--- config.mk ---
export PLATFORM = sky130hd
export DESIGN_NAME = ps2_lane_decoder
export DESIGN_NICKNAME = d
export VERILOG_FILES = /design/src/rtl/ps2_pkg.sv /design/src/rtl/ps2_word_settle.sv /design/src/rtl/ps2_lane_decoder.sv
export SDC_FILE = /design/constraint.sdc
export NUM_CORES = 1
export LEC_CHECK = 0
export BUFFER_PORTS_ARGS = -buffer_cell sky130_fd_sc_hd__buf_2
export CORE_AREA = 2 2 84 94
export CTS_BUF_LIST = sky130_fd_sc_hd__clkbuf_16
export DETAILED_ROUTE_END_ITERATION = 10
export DIE_AREA = 0 0 86 96
export PLACE_DENSITY = 0.78
export SETUP_SLACK_MARGIN = 0.15
export SYNTH_ARGS = -nofsm -noshare
export SYNTH_HDL_FRONTEND = slang
export SYNTH_SLANG_ARGS = --single-unit
--- constraint.sdc ---
create_clock -name clk -period 2.55 [get_ports clk]
set_input_delay 0.3825 -clock clk [delete_from_list [all_inputs] [get_ports clk]]
set_output_delay 0.3825 -clock clk [all_outputs]
set_load 0.005 [all_outputs]
--- src/rtl/ps2_pkg.sv ---
// Shared constants and types for the PS/2 lane decoder.
// Scan-code prefixes, arrow codes, default lane/start codes and the settle FSM states.
package ps2_pkg;

    localparam logic [7:0] SC_BREAK = 8'hF0;
    localparam logic [7:0] SC_EXT   = 8'hE0;

    // Extended (E0-prefixed) arrow codes, mapped onto lanes 0..3
    localparam logic [7:0] SC_ARROW_LEFT  = 8'h6B;
    localparam logic [7:0] SC_ARROW_DOWN  = 8'h72;
    localparam logic [7:0] SC_ARROW_UP    = 8'h75;
    localparam logic [7:0] SC_ARROW_RIGHT = 8'h74;

    localparam logic [7:0] DEF_LANE0_CODE = 8'h23;  // D
    localparam logic [7:0] DEF_LANE1_CODE = 8'h2B;  // F
    localparam logic [7:0] DEF_LANE2_CODE = 8'h3B;  // J
    localparam logic [7:0] DEF_LANE3_CODE = 8'h42;  // K
    localparam logic [7:0] DEF_START_CODE = 8'h29;  // Space

    typedef enum logic [1:0] {
        WAIT   = 2'd0,
        SETTLE = 2'd1,
        DECODE = 2'd2
    } settle_state_t;

    // One-hot lane match of a byte against the arrow codes
    function automatic logic [3:0] arrow_hit(input logic [7:0] code);
        arrow_hit = {code == SC_ARROW_RIGHT, code == SC_ARROW_UP,
                     code == SC_ARROW_DOWN,  code == SC_ARROW_LEFT};
    endfunction

endpackage

--- src/rtl/ps2_word_settle.sv ---
// Synchronises the receiver's byte window and waits for it to stay unchanged
// for STABLE_CYCLES clocks. Emits the settled word with a one-cycle strobe,
// suppressed when the window merely returned to the last decoded value.
//
// state  | meaning
// WAIT   | window equals last decoded word, idle
// SETTLE | candidate captured, counting stable cycles
// DECODE | candidate accepted, strobe high for this cycle
module ps2_word_settle #(
    parameter int STABLE_CYCLES = 3000
) (
    input  logic        clk,
    input  logic        reset,
    input  logic [15:0] key_word,
    output logic [15:0] cand,
    output logic        settled
);
    import ps2_pkg::*;

    localparam int CW = (STABLE_CYCLES > 1) ? $clog2(STABLE_CYCLES) : 1;
    localparam logic [CW-1:0] CNT_LAST = CW'(STABLE_CYCLES - 1);

    logic [15:0]   kw_s1, kw_s2;
    logic [15:0]   last_word;
    logic [CW-1:0] cnt;
    settle_state_t state;

    // Two-flop synchroniser; per-bit skew is absorbed by the settle check
    always_ff @(posedge clk or negedge reset) begin
        if (!reset) begin
            kw_s1 <= 16'h0000;
            kw_s2 <= 16'h0000;
        end else begin
            kw_s1 <= key_word;
            kw_s2 <= kw_s1;
        end
    end

    // Settle FSM with restartable stable-cycle counter
    always_ff @(posedge clk or negedge reset) begin
        if (!reset) begin
            state     <= WAIT;
            cand      <= 16'h0000;
            last_word <= 16'h0000;
            cnt       <= '0;
            settled   <= 1'b0;
        end else begin
            settled <= 1'b0;
            case (state)
                WAIT: begin
                    if (kw_s2 != last_word) begin
                        state <= SETTLE;
                        cand  <= kw_s2;
                        cnt   <= '0;
                    end
                end
                SETTLE: begin
                    if (kw_s2 != cand) begin
                        cand <= kw_s2;
                        cnt  <= '0;
                    end else if (cnt == CNT_LAST) begin
                        state   <= DECODE;
                        settled <= (cand != last_word);
                    end else begin
                        cnt <= cnt + 1'b1;
                    end
                end
                DECODE: begin
                    last_word <= cand;
                    state     <= WAIT;
                end
                default: state <= WAIT;
            endcase
        end
    end

endmodule

--- src/rtl/ps2_lane_decoder.sv ---
// PS/2 lane decoder: turns the settled byte window into held lane levels,
// lane press/release pulses and a start-key pulse for the whitetile game.
// Build option: define PS2_LANE_ARROW_EN to let the extended arrow keys
// drive lanes 0..3 alongside the letter keys.
module ps2_lane_decoder #(
    parameter int         STABLE_CYCLES = 3000,
    parameter logic [7:0] LANE0_CODE    = 8'h23,
    parameter logic [7:0] LANE1_CODE    = 8'h2B,
    parameter logic [7:0] LANE2_CODE    = 8'h3B,
    parameter logic [7:0] LANE3_CODE    = 8'h42,
    parameter logic [7:0] START_CODE    = 8'h29
) (
    input  logic        clk,
    input  logic        reset,
    input  logic [15:0] key_word,
    output logic [3:0]  lane_down,
    output logic [3:0]  lane_press,
    output logic [3:0]  lane_release,
    output logic        start_press,
    output logic [7:0]  last_code
);
    import ps2_pkg::*;

    logic [15:0] cand;
    logic        settled;
    logic [7:0]  newb, prevb;
    logic        brk;
    logic        ext_pend;
    logic [3:0]  letter_down, letter_hit, letter_next;
    logic [3:0]  arrow_next;
    logic [3:0]  lane_next;

    ps2_word_settle #(.STABLE_CYCLES(STABLE_CYCLES)) u_settle (
        .clk      (clk),
        .reset    (reset),
        .key_word (key_word),
        .cand     (cand),
        .settled  (settled)
    );

    assign newb  = cand[7:0];
    assign prevb = cand[15:8];
    assign brk   = (prevb == SC_BREAK);

    assign letter_hit = {newb == LANE3_CODE, newb == LANE2_CODE,
                         newb == LANE1_CODE, newb == LANE0_CODE};

`ifdef PS2_LANE_ARROW_EN
    logic [3:0] arrow_down;

    // Arrow-key source: only extended bytes touch it
    always_comb begin
        arrow_next = arrow_down;
        if (ext_pend)
            arrow_next = brk ? (arrow_down & ~arrow_hit(newb))
                             : (arrow_down | arrow_hit(newb));
    end

    // Arrow-key held state, updated on every decoded non-prefix byte
    always_ff @(posedge clk or negedge reset) begin
        if (!reset)
            arrow_down <= 4'b0000;
        else if (settled && newb != SC_EXT && newb != SC_BREAK)
            arrow_down <= arrow_next;
    end
`else
    assign arrow_next = 4'b0000;
`endif

    // Letter-key source: extended bytes are never mistaken for letter codes
    always_comb begin
        letter_next = letter_down;
        if (!ext_pend)
            letter_next = brk ? (letter_down & ~letter_hit)
                              : (letter_down | letter_hit);
    end

    assign lane_next = letter_next | arrow_next;

    // Decode strobe handling; pulses come from the lane_down edge in the same register stage
    always_ff @(posedge clk or negedge reset) begin
        if (!reset) begin
            ext_pend     <= 1'b0;
            letter_down  <= 4'b0000;
            lane_down    <= 4'b0000;
            lane_press   <= 4'b0000;
            lane_release <= 4'b0000;
            start_press  <= 1'b0;
            last_code    <= 8'h00;
        end else begin
            lane_press   <= 4'b0000;
            lane_release <= 4'b0000;
            start_press  <= 1'b0;
            if (settled) begin
                if (newb == SC_EXT) begin
                    ext_pend <= 1'b1;
                end else if (newb != SC_BREAK) begin
                    ext_pend     <= 1'b0;
                    last_code    <= newb;
                    letter_down  <= letter_next;
                    lane_down    <= lane_next;
                    lane_press   <= lane_next & ~lane_down;
                    lane_release <= lane_down & ~lane_next;
                    start_press  <= !brk && !ext_pend && (newb == START_CODE);
                end
            end
        end
    end

endmodule

==> run_results.csv <==
group,metric,value,unit
synthesis,synth_top_family_by_area,"simple AND/OR/NAND/NOR gates",
setup_path,cp-start-kind,"register",
route,via_count,2700,
setup_path,critPathMaxFanout,9,
pwr,powerDensity,670,mW/mm^2
pwr,p_leak,0.00221,uW
cts,cts_made_buffers,9,
pwr,ir_drop,0.000382,V
route,routed_wl,7680,um
setup_path,worstReg2RegStart,"u_settle.cand[3]$_DFFE_PN0P_",
synthesis,synth.area.mux_share,10.3,%
synthesis,synthSimpleGateAreaFrac,13.0,%
timing,rsz0062_at_grt,"false",
placement,placed_cell_area,0.00452,mm^2
global_route,track_usage,20.8,%
die,core,0.00731,mm^2
synthesis,synth_seq_area_share,59.8,%
global_route,grt_max_degree,46,
global_route,overflow,0,
final_layout,finalNonFillerCells,479,
route,drc,0,
final_layout,seq_area,0.00253,mm^2
synthesis,synth-warning-count,0,
cts,cts_root_buf,"clkbuf_16",
timing,fin_skew,0.0100,ns
timing,hold_violations,0,
cts,clock_latency,0.34,ns
die,fp.dieW,86,um
timing,relSlewSlack,57.1,%
cts,cts_tree,"built",
final_layout,nFillCells,546,
status,status,"finished clean",
synthesis,synth_area_leaders,"dfrtp_1, mux2_2, xnor2_1, xor2_1, nand2_1",
final_layout,final_nets,406,
synthesis,yosysUniqueCellTypes,40,
die,die_h,96,um
cts,clock_sinks,101,
placement,dp_cells,463,
final_layout,n_antenna_cell,0,
placement,dp_hpwl,5490,um
synthesis,syn-mean-instance-area,12.2,um^2
setup_path,required,2.81,ns
synthesis,synth_compound_area_share,4.32,%
timing,min_period_over_period,90.5,%
cts,cts_max_level,3,
global_route,grt_pass1_wl,13100,um
synthesis,synth_top_cell_by_area,"dfrtp_1",
cts,clk_pin_slew,0.07,ns
cts,hold_buffers,0,
synthesis,synth_top_flop_cell,"dfrtp_1",
timing,hold_slack,0.0330,ns
route,drt_pass1_iterations,4,
cts,postCtsSetupBuffers,0,
route,wire_per_inst,16.0,um
job,cap_viol_max_count,0,
timing,tightest_slew,0.638,ns
synthesis,synthAdderAreaFrac,0.296,%
synthesis,synth_fp_nets,364,
setup_path,crit_type,"register to register",
hold_path,hold_class,"input pin to async pin",
final_layout,multi_input_area,0.00161,mm^2
final_layout,synthToLayoutAreaGrowth,14.9,%
synthesis,syn_inst,345,
die,initial_core_util,57.8,%
global_route,grt_pass1_vias,2783,
synthesis,yosys.cell_count.top_type,"dfrtp_1",
synthesis,synth_common_cells,"dfrtp_1, mux2_2, nand2_1, xnor2_1, xor2_1",
synthesis,synth_top_area_share,59.8,%
synthesis,synth-edff-count,0,
setup_path,critPathCaptureType,"register",
die,die-area,0.00826,mm^2
die,fp-row-count,33,
global_route,antenna_found_initial,0,
die,io_pins,39,
cts,cts_buffer_depth,2,
timing,setup_violations,0,
final_layout,drive_gt1_share,27.0,%
synthesis,ys_ff_latch,101,
setup_path,arrival,2.57,ns
timing,fmax,0.433,GHz
placement,port_buffers,38,
synthesis,synth_xor_area_share,9.95,%
synthesis,async_reset_ff_share,100,%
route,ant_nets,0,
timing,timing.final.max_slew_violations,0,
route,drt_iter0_markers,114,
setup_path,crit_start,"u_settle.cand[3]$_DFFE_PN0P_",
placement,routabilityCongestion,0.884,
synthesis,syn_area,0.00423,mm^2
timing,period_needed,2.31,ns
timing,setup-tns-final,0,ns
final_layout,design_area,0.00485,mm^2
route,vias_per_cell,5.64,
-- layout by cell type (no fill, tap or decap), drive strengths merged, types with 3 or more instances in the layout --
cell type  instances
nor3b              4
and3               4
mux2              37
or4                3
xnor2             31
nor4               9
clkinv             3
dfrtp            101
nor2              13
nand3              7
clkbuf             9
nand2             31
xor2              17
buf               48
nand4              8
o21ai             13
a21oi              7
nor3              14
inv                4
-- worst paths after layout --
path	cells past startpoint	slack, ns	endpoint
max	6	0.24	u_settle.cnt[0]$_DFFE_PN0P_
max reg2reg	6	0.24	u_settle.cnt[0]$_DFFE_PN0P_
max in group asynchronous	2	1.81	u_settle.cand[3]$_DFFE_PN0P_
min reg2reg	0	0.35	u_settle.kw_s2[1]$_DFF_PN0_
min	1	0.03	lane_press[3]$_DFF_PN0_
min in group clk	1	0.14	u_settle.kw_s1[13]$_DFF_PN0_
-- critical path, cell delays in order (launching register included) --
cell	delay (ns)
dfrtp_2	0.47
xor2_1	0.18
nor4_1	0.34
nand2_1	0.13
or4_1	0.55
or4_1	0.48
o21ai_1	0.08
-- metal layers --
layer  track usage, %  wire length (um)  part of all wire, %  up-vias
li1                 -                 -                    -     1286
met1             25.6              3280                   43     1338
met2             35.7              3950                   51       62
met3             4.29               278                  3.6       14
met4             8.99               162                  2.1        0
met5                0                 0                    0        -
-- metrics by stage --
| step | utilization [%] | setup slack, ns | total power (uW) |
|---|---|---|---|
| 2_1_floorplan | - | 0.345 | 1770 |
| 3_3_place_gp | 61.8 | 0.310 | 1830 |
| 3_5_place_dp | 61.8 | 0.180 | 1840 |
| 4_1_cts | 66.3 | 0.217 | 3280 |
| 5_1_grt | 66.4 | 0.174 | 3360 |
| 6_report | 66.4 | 0.243 | 3250 |
-- report_power, final --
| part | leakage, uW | internal, uW | switching (uW) | total (uW) |
|---|---|---|---|---|
| registers | 0.00129 | 1640 | 44.8 | 1690 |
| clock network | 0.000154 | 863 | 579 | 1440 |
| logic | 0.000768 | 56.5 | 66.2 | 123 |
-- area by class of cell --
type                            instances  share of cell area (%)
Sequential cell                       101                    52.1
Multi-Input combinational cell        224                    33.2
Timing Repair Buffer                   48                    5.52
Clock buffer                            9                    4.64
Tap cell                               87                    2.24
Clock inverter                          7                    2.01
Inverter                                3                   0.232
-- sequential cells by signal, summed over array words and instances, names as in the netlist --
register            cells
u_settle.kw_s2         16
start_press             1
last_code               8
u_settle.state          2
u_settle.cand          16
u_settle.settled        1
lane_release            4
u_settle.last_word     16
u_settle.kw_s1         16
ext_pend                1
letter_down             4
lane_press              4
u_settle.cnt           12
-- logic make-up (layout without fill, tap and decap cells) --
| kind of cell | count (synthesis) | in the layout |
|---|---|---|
| xor+xnor | 48 | 48 |
| fa+ha+maj | 1 | 1 |
| mux | 39 | 39 |
| simple gates | 106 | 106 |
| compound gates | 30 | 30 |
| buf+inv | 20 | 67 |
| flops | 101 | 101 |
-- what timing repair did --
action,4_1_cts,5_1_grt
endpoints found under the setup margin,1,4
resized for setup,1,3
endpoints found under the hold margin,0,0
pin swaps,0,2
(Power assumes the default switching activity.)
